File: config.mk
export PLATFORM = sky130hd
export DESIGN_NAME = sys_cmd_ctrl
export DESIGN_NICKNAME = d
export VERILOG_FILES = /design/src/rtl/sys_ctrl_pkg.sv /design/src/rtl/ctrl_tx_pusher.sv /design/src/rtl/sys_cmd_ctrl.sv
export SDC_FILE = /design/constraint.sdc
export NUM_CORES = 1
export LEC_CHECK = 0
export CORE_UTILIZATION = 35
export DETAILED_ROUTE_END_ITERATION = 6
export SLEW_MARGIN = 20
export SYNTH_ARGS = -nofsm -noshare
export SYNTH_HDL_FRONTEND = slang
export SYNTH_SLANG_ARGS = --single-unit
File: constraint.sdc
create_clock -name CLK -period 1.6 [get_ports CLK]
set_input_delay 0.24 -clock CLK [delete_from_list [all_inputs] [get_ports CLK]]
set_output_delay 0.24 -clock CLK [all_outputs]
set_load 0.05 [all_outputs]
File: src/rtl/sys_ctrl_pkg.sv
// -----------------------------------------------------------------------------
// sys_ctrl_pkg
// Shared definitions for the command sequencer: command opcodes, FSM state
// encoding, fixed register-file addresses of the ALU operands and the ALU
// function-code width. No ports (package).
// -----------------------------------------------------------------------------
package sys_ctrl_pkg;

  // Command opcodes received as the first frame of a command
  localparam logic [7:0] CMD_WRITE   = 8'hAA;
  localparam logic [7:0] CMD_READ    = 8'hBB;
  localparam logic [7:0] CMD_ALU_OP  = 8'hCC;
  localparam logic [7:0] CMD_ALU_NOP = 8'hDD;

  // Register-file slots that hold the ALU operands
  localparam int OPER_A_ADDR = 0;
  localparam int OPER_B_ADDR = 1;

  localparam int ALU_FUN_W = 4;

  typedef enum logic [3:0] {
    ST_IDLE     = 4'd0,
    ST_WR_ADDR  = 4'd1,
    ST_WR_DATA  = 4'd2,
    ST_RD_ADDR  = 4'd3,
    ST_RD_WAIT  = 4'd4,
    ST_ALU_A    = 4'd5,
    ST_ALU_B    = 4'd6,
    ST_ALU_FUNC = 4'd7,
    ST_ALU_WAIT = 4'd8,
    ST_TX_LO    = 4'd9,
    ST_TX_HI    = 4'd10
  } ctrl_state_t;

  // States in which an incoming RX byte cannot be consumed and is reported dropped
  function automatic logic drops_rx(input ctrl_state_t st);
    logic busy;
    case (st)
      ST_RD_WAIT, ST_ALU_WAIT, ST_TX_LO, ST_TX_HI: busy = 1'b1;
      default:                                     busy = 1'b0;
    endcase
    return busy;
  endfunction

endpackage

File: src/rtl/ctrl_tx_pusher.sv
// -----------------------------------------------------------------------------
// ctrl_tx_pusher
// Pushes a 1- or 2-byte response into the TX FIFO, low byte first, honouring
// FIFO full back-pressure. A push is only issued from a cycle where the FIFO
// reports not-full; WR_INC/WR_DATA are registered.
// Ports:
//   CLK, Reset   clock and synchronous active-high reset
//   i_start      load i_data and begin a new push sequence
//   i_two        1: push two bytes (ALU result), 0: push one byte (read data)
//   i_data       response word, low byte pushed first
//   i_full       TX FIFO full
//   o_wr_data    FIFO write data (registered)
//   o_wr_inc     FIFO push strobe (registered)
//   o_fire       a byte is being launched this cycle
//   o_last       the byte being launched is the final one
// -----------------------------------------------------------------------------
module ctrl_tx_pusher #(
  parameter int width = 8
) (
  input  logic               CLK,
  input  logic               Reset,
  input  logic               i_start,
  input  logic               i_two,
  input  logic [2*width-1:0] i_data,
  input  logic               i_full,
  output logic [width-1:0]   o_wr_data,
  output logic               o_wr_inc,
  output logic               o_fire,
  output logic               o_last
);

  logic [2*width-1:0] r_buf;
  logic [1:0]         r_cnt;

  assign o_fire = (r_cnt != 2'd0) && !i_full;
  assign o_last = (r_cnt == 2'd1);

  // Load the response, then shift bytes out one per non-full cycle
  always_ff @(posedge CLK) begin
    if (Reset) begin
      r_buf     <= '0;
      r_cnt     <= 2'd0;
      o_wr_data <= '0;
      o_wr_inc  <= 1'b0;
    end else begin
      o_wr_inc <= 1'b0;
      if (i_start) begin
        r_buf <= i_data;
        r_cnt <= i_two ? 2'd2 : 2'd1;
      end else if (o_fire) begin
        o_wr_inc  <= 1'b1;
        o_wr_data <= r_buf[width-1:0];
        r_buf     <= {{width{1'b0}}, r_buf[2*width-1:width]};
        r_cnt     <= r_cnt - 2'd1;
      end
    end
  end

endmodule

File: src/rtl/sys_cmd_ctrl.sv
// -----------------------------------------------------------------------------
// sys_cmd_ctrl
// Command sequencer between the UART RX byte stream and the register file,
// ALU and TX FIFO. Decodes 0xAA write, 0xBB read, 0xCC ALU with operands and
// 0xDD ALU without operands; returns read data / ALU results via the TX FIFO.
// All outputs are registered and clear to 0 on Reset.
// Ports:
//   CLK, Reset                  clock, synchronous active-high reset
//   RX_P_DATA, RX_D_VLD         received byte and its valid strobe
//   RF_Address/WrEn/RdEn/WrData register-file access (strobes are 1 cycle)
//   RF_RdData, RF_RdData_VLD    register-file read return
//   ALU_EN, ALU_FUN             ALU request, ALU_EN held until result valid
//   ALU_OUT, ALU_OUT_VLD        ALU result return
//   CLK_GATE_EN                 ALU clock-gate enable during ALU commands
//   WR_DATA, WR_INC, FIFO_FULL  TX FIFO push interface
//   CMD_DROP                    pulse: RX byte discarded while busy
// -----------------------------------------------------------------------------
module sys_cmd_ctrl
  import sys_ctrl_pkg::*;
#(
  parameter  int width  = 8,
  parameter  int depth  = 16,
  localparam int ADDR_W = $clog2(depth)
) (
  input  logic                 CLK,
  input  logic                 Reset,
  input  logic [width-1:0]     RX_P_DATA,
  input  logic                 RX_D_VLD,
  output logic [ADDR_W-1:0]    RF_Address,
  output logic                 RF_WrEn,
  output logic                 RF_RdEn,
  output logic [width-1:0]     RF_WrData,
  input  logic [width-1:0]     RF_RdData,
  input  logic                 RF_RdData_VLD,
  output logic                 ALU_EN,
  output logic [ALU_FUN_W-1:0] ALU_FUN,
  input  logic [2*width-1:0]   ALU_OUT,
  input  logic                 ALU_OUT_VLD,
  output logic                 CLK_GATE_EN,
  output logic [width-1:0]     WR_DATA,
  output logic                 WR_INC,
  input  logic                 FIFO_FULL,
  output logic                 CMD_DROP
);

  ctrl_state_t        r_state;
  logic               w_rd_done;
  logic               w_alu_done;
  logic               w_tx_start;
  logic [2*width-1:0] w_tx_data;
  logic               w_tx_fire;
  logic               w_tx_last;

  assign w_rd_done  = (r_state == ST_RD_WAIT)  && RF_RdData_VLD;
  assign w_alu_done = (r_state == ST_ALU_WAIT) && ALU_OUT_VLD;
  assign w_tx_start = w_rd_done || w_alu_done;
  // Read data occupies the low byte only; the pusher is told to send one byte
  assign w_tx_data  = w_alu_done ? ALU_OUT : {{width{1'b0}}, RF_RdData};

  ctrl_tx_pusher #(.width(width)) u_tx_pusher (
    .CLK       (CLK),
    .Reset     (Reset),
    .i_start   (w_tx_start),
    .i_two     (w_alu_done),
    .i_data    (w_tx_data),
    .i_full    (FIFO_FULL),
    .o_wr_data (WR_DATA),
    .o_wr_inc  (WR_INC),
    .o_fire    (w_tx_fire),
    .o_last    (w_tx_last)
  );

  // Command FSM with registered register-file / ALU / drop outputs
  always_ff @(posedge CLK) begin
    if (Reset) begin
      r_state     <= ST_IDLE;
      RF_Address  <= '0;
      RF_WrEn     <= 1'b0;
      RF_RdEn     <= 1'b0;
      RF_WrData   <= '0;
      ALU_EN      <= 1'b0;
      ALU_FUN     <= '0;
      CLK_GATE_EN <= 1'b0;
      CMD_DROP    <= 1'b0;
    end else begin
      RF_WrEn  <= 1'b0;
      RF_RdEn  <= 1'b0;
      CMD_DROP <= RX_D_VLD && drops_rx(r_state);
      case (r_state)
        ST_IDLE: begin
          if (RX_D_VLD) begin
            case (RX_P_DATA)
              width'(CMD_WRITE):   r_state <= ST_WR_ADDR;
              width'(CMD_READ):    r_state <= ST_RD_ADDR;
              width'(CMD_ALU_OP): begin
                r_state     <= ST_ALU_A;
                CLK_GATE_EN <= 1'b1;
              end
              width'(CMD_ALU_NOP): begin
                r_state     <= ST_ALU_FUNC;
                CLK_GATE_EN <= 1'b1;
              end
              default:             r_state <= ST_IDLE;
            endcase
          end
        end
        ST_WR_ADDR: begin
          if (RX_D_VLD) begin
            RF_Address <= RX_P_DATA[ADDR_W-1:0];
            r_state    <= ST_WR_DATA;
          end
        end
        ST_WR_DATA: begin
          if (RX_D_VLD) begin
            RF_WrEn   <= 1'b1;
            RF_WrData <= RX_P_DATA;
            r_state   <= ST_IDLE;
          end
        end
        ST_RD_ADDR: begin
          if (RX_D_VLD) begin
            RF_Address <= RX_P_DATA[ADDR_W-1:0];
            RF_RdEn    <= 1'b1;
            r_state    <= ST_RD_WAIT;
          end
        end
        ST_RD_WAIT: begin
          if (RF_RdData_VLD) begin
            r_state <= ST_TX_LO;
          end
        end
        ST_ALU_A: begin
          if (RX_D_VLD) begin
            RF_Address <= ADDR_W'(OPER_A_ADDR);
            RF_WrEn    <= 1'b1;
            RF_WrData  <= RX_P_DATA;
            r_state    <= ST_ALU_B;
          end
        end
        ST_ALU_B: begin
          if (RX_D_VLD) begin
            RF_Address <= ADDR_W'(OPER_B_ADDR);
            RF_WrEn    <= 1'b1;
            RF_WrData  <= RX_P_DATA;
            r_state    <= ST_ALU_FUNC;
          end
        end
        ST_ALU_FUNC: begin
          if (RX_D_VLD) begin
            ALU_FUN <= RX_P_DATA[ALU_FUN_W-1:0];
            ALU_EN  <= 1'b1;
            r_state <= ST_ALU_WAIT;
          end
        end
        ST_ALU_WAIT: begin
          if (ALU_OUT_VLD) begin
            ALU_EN      <= 1'b0;
            CLK_GATE_EN <= 1'b0;
            r_state     <= ST_TX_LO;
          end
        end
        // The pusher holds the byte count, so it decides whether a high byte follows
        ST_TX_LO: begin
          if (w_tx_fire) begin
            r_state <= w_tx_last ? ST_IDLE : ST_TX_HI;
          end
        end
        ST_TX_HI: begin
          if (w_tx_fire) begin
            r_state <= ST_IDLE;
          end
        end
        default: begin
          r_state     <= ST_IDLE;
          ALU_EN      <= 1'b0;
          CLK_GATE_EN <= 1'b0;
        end
      endcase
    end
  end

endmodule

Word level (Yosys, flattened, before mapping):

Cells that the tools add are included.

* output and inout bits: 30
* bits in registers: 52
* input bits: 38

* muxes and demuxes: 33
* bitwise gates (word level): 5
* add/subtract/negate cells: 1
* eq/ne operators: 28
* reductions and logical operators: 26

Operators by type and width (number)
* $mux 4: 14
* $mux 16: 3
* $pmux 4 s11: 1
* $eq 8x8->1 const B: 4
* $ne 2x2->1 const B: 10
* $reduce_or 9->1: 2
* $eq 4x3->1 const B: 4
* $eq 4x4->1 const B: 3
* $pmux 3 s4: 1
* $pmux 4 s3: 1
* $reduce_and 11->1: 1
* $reduce_or 2->1: 5
* $eq 4x2->1 const B: 2
* $mux 1: 8
* $reduce_and 4->1: 2
* $mux 2: 3
* $ne 2x1->1 const B: 3
* $pmux 1 s3: 2
* $reduce_and 2->1: 3
* $not 1->1: 5
* $eq 4x1->1 const B: 1
* $logic_and 1x1->1: 4
* $logic_not 4->1: 1
* $reduce_bool 2->1: 2
* other kinds (8): 8

Depth between registers and ports, before layout:

Gate-level depths: netlist (run 1).

* word-level depth: 5
* gate-level depth with buffers: 7

Modules after synthesis:

Synthesis (run 1) repeated with hierarchy kept, for this count alone.

* cell total of the unflattened synthesis: 314
* area total of the unflattened synthesis: 2561.2 µm²

By module, submodules not included
* sys_cmd_ctrl: cells each 181, instances 1, area each 1503.9 µm², seq. area each 500.5 µm²
* ctrl_tx_pusher: cells each 133, instances 1, area each 1057.3 µm², seq. area each 540.5 µm²

Least setup slack after synthesis (run 1):

OpenSTA, ideal clock, no wires.

* kind: reg-to-reg
* start point: register u_tx_pusher.r_cnt[0]
* end point: register u_tx_pusher.r_buf[2]
* arrival time: 1.470 ns
* cell stages (with the launch flop): 7
* path slack: 0.044 ns
* period minus slack after synthesis: 1.556 ns
* cell sequence: dfxtp_1 inv_1 ha_1 nor2_1 clkbuf_1 nor3_1 a211oi_1

* word-level cells in the longest chain between the ends: 3

Ends and longest elaborated chain
* start: declaration: RTL line ctrl_tx_pusher.sv:33 `logic [1:0] r_cnt;`
* start signal: assignment: RTL line ctrl_tx_pusher.sv:49 `r_cnt <= i_two ? 2'd2 : 2'd1;`
* start signal: assignment: RTL line ctrl_tx_pusher.sv:54 `r_cnt <= r_cnt - 2'd1;`
* $reduce_bool 2->1: RTL line ctrl_tx_pusher.sv:35 `assign o_fire = (r_cnt != 2'd0) && !i_full;`
* $logic_and 1x1->1: RTL line ctrl_tx_pusher.sv:35
* $reduce_bool 2->1 (no source line)
* end signal: assignment: RTL line ctrl_tx_pusher.sv:48 `r_buf <= i_data;`
* end signal: assignment: RTL line ctrl_tx_pusher.sv:53 `r_buf <= {{width{1'b0}}, r_buf[2*width-1:width]};`
* end: declaration: RTL line ctrl_tx_pusher.sv:32 `logic [2*width-1:0] r_buf;`

Every way passes these cells.
A chain may end at the register's enable or synchronous reset.

Worst setup path after layout (run 1):

* start point: register r_state[0]
* end point: register r_state[1]

* word-level cells in the longest chain between the ends: 3

Ends and longest elaborated chain
* start: declaration: RTL line sys_cmd_ctrl.sv:46 `ctrl_state_t r_state;`
* start signal: assignment: RTL line sys_cmd_ctrl.sv:165 `r_state <= w_tx_last ? ST_IDLE : ST_TX_HI;`
* $eq 4x4->1, or another cell as far along: RTL line sys_cmd_ctrl.sv:89 `case (r_state)`
* $ne 2x1->1 (no source line) / $ne 2x2->1 (equally long branches)
* $reduce_and 11->1 (no source line)

Parallel ways exist; a longest one is shown, timed or not.

==> flow_summary.json, run 1 <==
{
  "place_congestion": 0.804,
  "critPathMaxStageDelay_ns": 0.39,
  "yosys-mux-area-fraction_pct": 5.64,
  "p_leak_nw": 1.44,
  "path_class": "reg2reg",
  "rsz0062_at_grt": "true",
  "synth_fa_ha_area_share_pct": 0.989,
  "fmax_mhz": 639,
  "ys_seq_elements": 52,
  "dp_slack_ns": -0.214,
  "syn_nets": 326,
  "placementRows": 30,
  "hold_path.class": "in2reg",
  "grt_pass1_wl_um": 10600,
  "antenna_found_initial": 0,
  "vias": 2417,
  "synth_xor_area_share_pct": 1.04,
  "nets": 426,
  "grt_max_degree": 22,
  "detail-route-antenna-nets": 0,
  "drt_iter0_drc": 136,
  "synth-simple-area-share_pct": 21.1,
  "clock_sinks": 52,
  "synth_area_um2": 2530,
  "cp-start-kind": "flop",
  "synth_compound_area_share_pct": 24.4,
  "core_um2": 6910,
  "power_w": 0.00540,
  "synth_cell_types": 54,
  "syn2layout_area_growth_pct": 48.1,
  "yosysSeqAreaShare_pct": 41.1,
  "status": "completed",
  "hold_viol_final": 0,
  "cts_max_level": 2,
  "cts_buffers": 5,
  "grt.total_usage_pct": 17.8,
  "clock_path_buffers": 2,
  "vias_per_cell": 5.00,
  "final_max_slew_viol_count": 0,
  "cellPowerDensity_nw_per_um2": 1440,
  "drive_gt1_share_pct": 31.3,
  "synth_flop_cell": "dfxtp_1",
  "fin_ws_ns": 0.0340,
  "worst_pin_slew_ns": 0.420,
  "worstPathCellList": "or3_4 > buf_8 > a2111oi_4 > nor3_1 > a211oi_2",
  "place_area_um2": 3540,
  "cts_hold_buf": 0,
  "io_buffers": 67,
  "wl_per_cell_um": 13.8,
  "synth_area_leaders": "dfxtp_1 (41%), a21oi_1 (4.7%), mux2i_1 (4.7%)",
  "crit_arrival_ns": 1.79,
  "die_area_um2": 7570,
  "async_flop_share_pct": 0,
  "finalInstanceArea_um2": 3750,
  "synth_edf_count": 0,
  "worstPathMaxFanout": 7,
  "overflow": 0,
  "path_clk_slew_ns": 0.09,
  "dp_hpwl_um": 4960,
  "yosys_warnings": 0,
  "hp-start": "Reset",
  "die_h_um": 87.0,
  "syn_inst": 286,
  "period_share_pct": 97.9,
  "synth_area_per_cell_um2": 8.85,
  "synth_top_area_cell": "dfxtp_1",
  "final_util_pct": 54.2,
  "crit_path_end_kind": "flop",
  "slew_headroom_pct": 71.3,
  "clkLatencyLatePin_ns": 0.30,
  "crit_slowest_cell": "dfxtp_4",
  "num-fill-cells": 669,
  "worstPathRequired_ns": 1.82,
  "die_x_um": 87.0,
  "drtPass1Iterations": 6,
  "startpoint": "r_state[0]$_SDFFE_PP0P_",
  "grt_pass1_vias": 2182,
  "start_util_pct": 36.6,
  "r2r_start": "r_state[0]$_SDFFE_PP0P_",
  "cts_tree": "yes",
  "synth_top_family_by_area": "compound AO/OA/AOI/OAI gates",
  "antennaDiodeCount": 0,
  "cts_root_buf": "clkbuf_8",
  "synth_top_area_share_pct": 41.1,
  "drv_cap": 0,
  "whs_ns": 0.346,
  "wirelength_um": 6650,
  "drc_errors": 0,
  "setup_violations": 0,
  "ir_worst_vdd_mv": 0.652,
  "fin_crit_ns": 1.57,
  "io_pins": 68,
  "finalClockSkew_ns": 0.00491
}
[cell usage in the layout (no fill, tap or decap), types with 2 or more instances in the layout]
| master | count |
|---|---|
| clkbuf_8 | 6 |
| inv_1 | 6 |
| a2bb2oi_1 | 2 |
| a32oi_1 | 8 |
| o21ai_2 | 4 |
| dfxtp_2 | 2 |
| buf_12 | 5 |
| nand3_1 | 13 |
| nand4bb_1 | 2 |
| a211oi_1 | 8 |
| nand4b_1 | 3 |
| nand3b_1 | 4 |
| ha_1 | 2 |
| a2111oi_4 | 2 |
| mux2_2 | 2 |
| o21ai_0 | 10 |
| clkdlybuf4s50_1 | 36 |
| buf_4 | 75 |
| xor2_1 | 2 |
| a21oi_1 | 24 |
| a211oi_2 | 4 |
| a22oi_1 | 7 |
| dfxtp_1 | 49 |
| nor3_1 | 10 |
| or3_4 | 2 |
| nor2_1 | 31 |
| a31oi_1 | 2 |
| nand2b_1 | 10 |
| mux2i_1 | 12 |
| nand2_1 | 9 |
[synthesized netlist by cell type, types with 2 or more instances]
master	instances
nor2_1	31
buf_1	2
a21oi_1	24
clkbuf_1	12
a31oi_1	2
ha_1	2
o21ai_0	14
a211oi_1	11
nor3_1	11
buf_4	3
nor2b_1	2
nand4b_1	3
dfxtp_1	52
nor4b_1	2
buf_2	7
nand2b_1	10
a2111oi_4	2
nand2_1	9
nand3_1	14
a22oi_1	8
a32oi_1	8
nand3b_1	4
mux2_2	2
mux2i_1	12
a2bb2oi_1	2
or3_1	2
xor2_1	2
inv_1	6
nand4bb_1	2
[flip-flops by register name, indices dropped and copies added (netlist names)]
name and cells:
u_tx_pusher.o_wr_inc 1, CLK_GATE_EN 1, RF_Address 4, ALU_FUN 4
u_tx_pusher.r_cnt 2, CMD_DROP 1, RF_RdEn 1, r_state 4
u_tx_pusher.o_wr_data 8, RF_WrEn 1, u_tx_pusher.r_buf 16, RF_WrData 8
ALU_EN 1
[through the flow]
step	TNS (ns)	instances
floorplan	0	286
global placement	-4.36	472
detailed placement	-4.66	472
CTS	0	480
global route	-0.0602	483
finish	0	483
[path summary, 6_finish.rpt]
kind	to	slack, ns	cells after the start
setup / recovery	r_state[1]$_SDFFE_PP0P_	0.03	5
hold / removal	RF_WrData[5]$_SDFFE_PP0P_	0.35	2
setup reg to reg	r_state[1]$_SDFFE_PP0P_	0.03	5
hold reg to reg	CLK_GATE_EN$_SDFFE_PP0P_	0.46	2
[layer usage]
layer | vias up | GRT usage [%] | share of wire (%)
li1 | 1244 | - | -
met1 | 1123 | 26.0 | 50
met2 | 46 | 27.1 | 45
met3 | 4 | 3.03 | 3.4
met4 | 0 | 4.09 | 0.77
met5 | - | 0 | 0
[critical path: cells and delay by family, from the launching register on]
kind,cells,cell delay [ns]
and+or+nand+nor,2,0.48
AOI/OAI and AO/OA,2,0.46
DFF,1,0.39
buffers and inverters,1,0.16
[power by group]
group | internal [W] | total [W] | switching [W] | leakage (nW)
combinational | 0.00137 | 0.00293 | 0.00156 | 0.977
sequential | 0.00153 | 0.00169 | 0.000159 | 0.423
clock | 0.000353 | 0.000777 | 0.000425 | 0.0445
total | 0.00326 | 0.00540 | 0.00214 | 1.44
[repair_timing]
| item | 4_1_cts | 5_1_grt |
|---|---|---|
| setup endpoints to repair | 8 | 16 |
| gates resized for setup | 4 | 24 |
| setup buffers | 0 | 3 |
| pin swaps | 0 | 5 |
[final cells by class]
class                           instances  area (µm²)  share of cell area, %
Multi-Input combinational cell        203        1420                   37.9
Clock inverter                          1        7.51                  0.200
Sequential cell                        52        1050                   28.0
Clock buffer                            7        86.3                   2.30
Timing Repair Buffer                  118        1040                   27.9
Tap cell                               96         120                   3.21
Inverter                                6        22.5                  0.601
[cell families (layout without fill, tap and decap cells)]
| family | after synthesis | in the layout |
|---|---|---|
| adders and majority gates | 2 | 2 |
| and+or+nand+nor | 99 | 99 |
| AOI/OAI and AO/OA | 85 | 85 |
| DFF | 52 | 52 |
| xor gates and xnor gates | 3 | 3 |
| muxes | 14 | 14 |
| buffers and inverters | 31 | 132 |
No activity file was read; power rests on OpenSTA's default activity.
==> run 2, diff against run 1 <==
- CTS_CLUSTER_DIAMETER: default -> 60
- PLACE_DENSITY_LB_ADDON: default -> 0.15
==> flow_summary.json, run 2 (synthesized netlist as in run 1, its figures left out) <==
{
  "nets": 427,
  "hold_viol_final": 0,
  "drv_cap": 0,
  "grt_pass1_vias": 2265,
  "setup_violations": 0,
  "finalSetupTns_ns": 0,
  "period_share_pct": 95.6,
  "detail-route-antenna-nets": 0,
  "fmax_mhz": 654,
  "slew_headroom_pct": 67.5,
  "wl_met2_um": 3110,
  "cts_buffers": 5,
  "mostFrequentLayoutCell": "buf_4",
  "wl_met1_um": 3170,
  "die_x_um": 87.0,
  "wl_met3_um": 286,
  "antennaDiodeCount": 0,
  "startpoint": "RX_P_DATA[6]",
  "io_buffers": 67,
  "final_util_pct": 54.0,
  "place_congestion": 0.818,
  "regArea_um2": 1050,
  "reg_top3": "u_tx_pusher.r_buf x16, RF_WrData x8, u_tx_pusher.o_wr_data x8",
  "overflow": 0,
  "placementRows": 30,
  "syn2layout_area_growth_pct": 47.3,
  "hp-start": "Reset",
  "num-fill-cells": 686,
  "multi_input_area_um2": 1400,
  "regMostFlops": "u_tx_pusher.r_buf",
  "path_clk_slew_ns": 0.10,
  "clock_sinks": 52,
  "power_w": 0.00536,
  "crit_arrival_ns": 1.75,
  "antenna_found_initial": 0,
  "cts_max_level": 2,
  "worstPathMaxFanout": 3,
  "cellPowerDensity_nw_per_um2": 1440,
  "drtPass1Iterations": 4,
  "placed_cells": 475,
  "grt_max_degree": 27,
  "grt_pass1_wl_um": 10700,
  "wirelength_um": 6590,
  "top_layer_used": "met4",
  "hold_path.class": "in2reg",
  "p_leak_nw": 1.44,
  "io_pins": 68,
  "start_util_pct": 36.6,
  "die_area_um2": 7570,
  "ir_worst_vdd_mv": 0.622,
  "finalClockSkew_ns": 0.0110,
  "largest_reg_flops": 16,
  "cts_tree": "yes",
  "drive_gt1_share_pct": 30.2,
  "worst_pin_slew_ns": 0.488,
  "crit_path_end_kind": "flop",
  "fin_crit_ns": 1.53,
  "vias": 2472,
  "clkLatencyLatePin_ns": 0.31,
  "vias_per_cell": 5.11,
  "instances_no_fill": 484,
  "path_class": "in2reg",
  "worstPathRequired_ns": 1.82,
  "clock_path_buffers": 2,
  "cts_root_buf": "clkbuf_8",
  "wl_per_cell_um": 13.6,
  "dp_hpwl_um": 5010,
  "grt.total_usage_pct": 17.9,
  "final_max_slew_viol_count": 0,
  "drt_iter0_drc": 100,
  "drc_errors": 0,
  "die_h_um": 87.0,
  "core_um2": 6910,
  "r2r_start": "r_state[3]$_SDFFE_PP0P_",
  "mostFrequentLayoutCells": "buf_4 (77), dfxtp_1 (49), clkdlybuf4s50_1 (36)",
  "status": "completed",
  "cts_hold_buf": 0,
  "cp-start-kind": "input pin"
}
[run 2: what timing repair did]
item	4_1_cts	5_1_grt
endpoints found under the setup margin	3	25
pin swaps	1	7
setup buffers	0	1
gates resized for setup	3	14
endpoints found under the hold margin	0	0
[run 2: metal layers]
metal / track usage, % / vias up
met5: 0 / -
met4: 3.64 / 0
met3: 3.51 / 2
met2: 28.8 / 50
met1: 24.7 / 1175
li1: - / 1245
[run 2: critical path, stage by stage]
cell and delay [ns]:
clkdlybuf4s50_1 0.44, nand4bb_1 0.35, a2111oi_4 0.44, nor3_2 0.07
a211oi_2 0.20
[run 2: through the flow]
stage / instance area, µm² / hold slack (ns) / setup WS (ns)
2_1_floorplan: 2530 / 0.373 / 0.0443
3_3_place_gp: 3560 / 0.446 / -0.196
3_5_place_dp: 3560 / 0.444 / -0.201
4_1_cts: 3670 / 0.369 / 0.00612
5_1_grt: 3730 / 0.392 / -0.00940
6_report: 3730 / 0.374 / 0.0702
[run 2: final timing paths]
check | to | slack, ns | cells after the start
hold / removal | RF_WrData[5]$_SDFFE_PP0P_ | 0.37 | 2
hold reg to reg | CLK_GATE_EN$_SDFFE_PP0P_ | 0.46 | 2
setup / recovery | r_state[1]$_SDFFE_PP0P_ | 0.07 | 5
setup reg to reg | r_state[1]$_SDFFE_PP0P_ | 0.08 | 6
[run 2: power breakdown]
part / internal, W / switching [W] / total [W]
Combinational: 0.00136 / 0.00152 / 0.00288
Sequential: 0.00153 / 0.000155 / 0.00168
Clock: 0.000322 / 0.000472 / 0.000794
Total: 0.00321 / 0.00215 / 0.00536
[run 2: area by class of cell]
| class | count | share of cell area [%] |
|---|---|---|
| multi-input cells | 203 | 37.5 |
| flip-flops and latches | 52 | 28.1 |
| repair buffers | 119 | 28.0 |
| well taps | 96 | 3.22 |
| clock buffers | 5 | 1.85 |
| clock inverters | 3 | 0.739 |
| inverters | 6 | 0.604 |
==> run 3, diff against run 2 <==
- CORE_ASPECT_RATIO: default -> 1.2
- PLACE_DENSITY_LB_ADDON: 0.15 -> 0.3
==> flow_summary.json, run 3 (synthesized netlist as in run 1, its figures left out) <==
{
  "status": "completed",
  "worstPathCellList": "or3_1 > buf_6 > a2111oi_4 > nor3_2 > o22ai_1",
  "cp_top_family": "compound AO/OA/AOI/OAI gates",
  "grt_pass1_wl_um": 10500,
  "dp_slack_ns": -0.254,
  "cp-start-kind": "flop",
  "regMostFlops": "u_tx_pusher.r_buf",
  "crit_buf_inv": 1,
  "worstPathMaxFanout": 5,
  "cts_hold_buf": 0,
  "antenna_found_initial": 0,
  "placementRows": 33,
  "crit_path_end_kind": "flop",
  "rsz0062_at_grt": "true",
  "cts_root_buf": "clkbuf_8",
  "critPathMaxStageDelay_ns": 0.39,
  "fin_crit_ns": 1.58,
  "grt.total_usage_pct": 17.8,
  "worstPathRequired_ns": 1.84,
  "drc_errors": 0,
  "drt_iter0_drc": 119,
  "io_pins": 68,
  "overflow": 0,
  "place_congestion": 0.811,
  "mostFrequentLayoutCells": "buf_4 (62), dfxtp_1 (48), clkdlybuf4s50_1 (35)",
  "dp_hpwl_um": 4830,
  "vias_per_cell": 5.23,
  "crit_arrival_ns": 1.82,
  "io_buffers": 67,
  "cts_tree": "yes",
  "whs_ns": 0.303,
  "multi_input_area_um2": 1400,
  "clock_path_buffers": 2,
  "syn2layout_area_growth_pct": 44.8,
  "clock_sinks": 52,
  "finalClockSkew_ns": 0.00908,
  "core_um2": 6900,
  "regArea_um2": 1050,
  "hold_viol_final": 0,
  "reg_top3": "u_tx_pusher.r_buf x16, RF_WrData x8, u_tx_pusher.o_wr_data x8",
  "p_leak_nw": 1.41,
  "slew_headroom_pct": 69.4,
  "drive_gt1_share_pct": 27.4,
  "ir_worst_vdd_mv": 0.869,
  "grt_pass1_vias": 2208,
  "grt_max_degree": 26,
  "die_x_um": 79.6,
  "cts_buffers": 5,
  "hold_path.class": "in2reg",
  "cellPowerDensity_nw_per_um2": 1440,
  "worst_pin_slew_ns": 0.459,
  "setup_violations": 0,
  "die_area_um2": 7570,
  "largest_reg_flops": 16,
  "die_h_um": 95.1,
  "period_share_pct": 99.0,
  "num-fill-cells": 660,
  "cts_max_level": 2,
  "finalSetupTns_ns": 0,
  "nets": 415,
  "path_clk_slew_ns": 0.10,
  "start_util_pct": 36.7,
  "drv_cap": 0,
  "antennaDiodeCount": 0,
  "detail-route-antenna-nets": 0,
  "fin_ws_ns": 0.0155,
  "crit_slowest_cell": "or3_1",
  "fmax_mhz": 631,
  "clkLatencyLatePin_ns": 0.31,
  "path_class": "reg2reg",
  "drtPass1Iterations": 4,
  "wl_per_cell_um": 14.3,
  "final_max_slew_viol_count": 0,
  "r2r_slack_ns": 0.02,
  "mostFrequentLayoutCell": "buf_4",
  "vias": 2421,
  "wirelength_um": 6600
}
## run 3: cell types whose count changed in the layout (fill, tap and decap cells not counted), moves of 2 or more
cell,previous run,this run
buf_4,77,62
or3_4,2,0
buf_12,5,7
or3_1,0,2
## run 3: path summary, 6_finish.rpt
check,cells after the start,from,end
max,5,r_state[0]$_SDFFE_PP0P_,r_state[0]$_SDFFE_PP0P_
min,3,RX_P_DATA[1],RF_Address[1]$_SDFFE_PP0P_
max reg2reg,5,r_state[0]$_SDFFE_PP0P_,r_state[0]$_SDFFE_PP0P_
min reg2reg,2,CLK_GATE_EN$_SDFFE_PP0P_,CLK_GATE_EN$_SDFFE_PP0P_
## run 3: worst reg2reg max path, cell delays in order, from the launching register on
cell and delay, ns:
dfxtp_4 0.38, or3_1 0.39, buf_6 0.16, a2111oi_4 0.34, nor3_2 0.09, o22ai_1 0.16
## run 3: final cells by class
class,instances,area share (%)
Timing Repair Buffer,107,26.9
Sequential cell,52,28.6
Tap cell,87,2.97
Multi-Input combinational cell,203,38.3
Inverter,6,0.615
Clock buffer,7,2.36
Clock inverter,1,0.205
## run 3: metrics by stage
step | cell area (µm²) | instances | power [W] | util, %
after global routing | 3660 | 463 | 0.00561 | 53.1
after floorplan | 2530 | 286 | 0.00341 | -
after CTS | 3590 | 463 | 0.00520 | 52.1
after global placement | 3500 | 455 | 0.00436 | 50.7
after detailed placement | 3500 | 455 | 0.00439 | 50.7
final | 3660 | 463 | 0.00529 | 53.1
## run 3: timing repair
action | 4_1_cts | 5_1_grt
setup buffers | 0 | 0
setup endpoints to repair | 1 | 9
gates resized for setup | 1 | 17
pin swaps | 0 | 2
## run 3: power breakdown
| part | total [W] | switching [W] | internal (W) |
|---|---|---|---|
| clock | 0.000801 | 0.000448 | 0.000353 |
| sequential | 0.00168 | 0.000152 | 0.00153 |
| combinational | 0.00280 | 0.00152 | 0.00128 |
| total | 0.00529 | 0.00212 | 0.00317 |
## run 3: layer usage
metal | wire length, µm | part of all wire (%) | vias up | GRT usage, %
met5 | 0 | 0 | - | 0
met4 | 115 | 1.7 | 0 | 6.52
met3 | 240 | 3.6 | 10 | 4.02
met2 | 3110 | 47 | 48 | 27.4
met1 | 3140 | 48 | 1141 | 24.0
li1 | - | - | 1222 | -
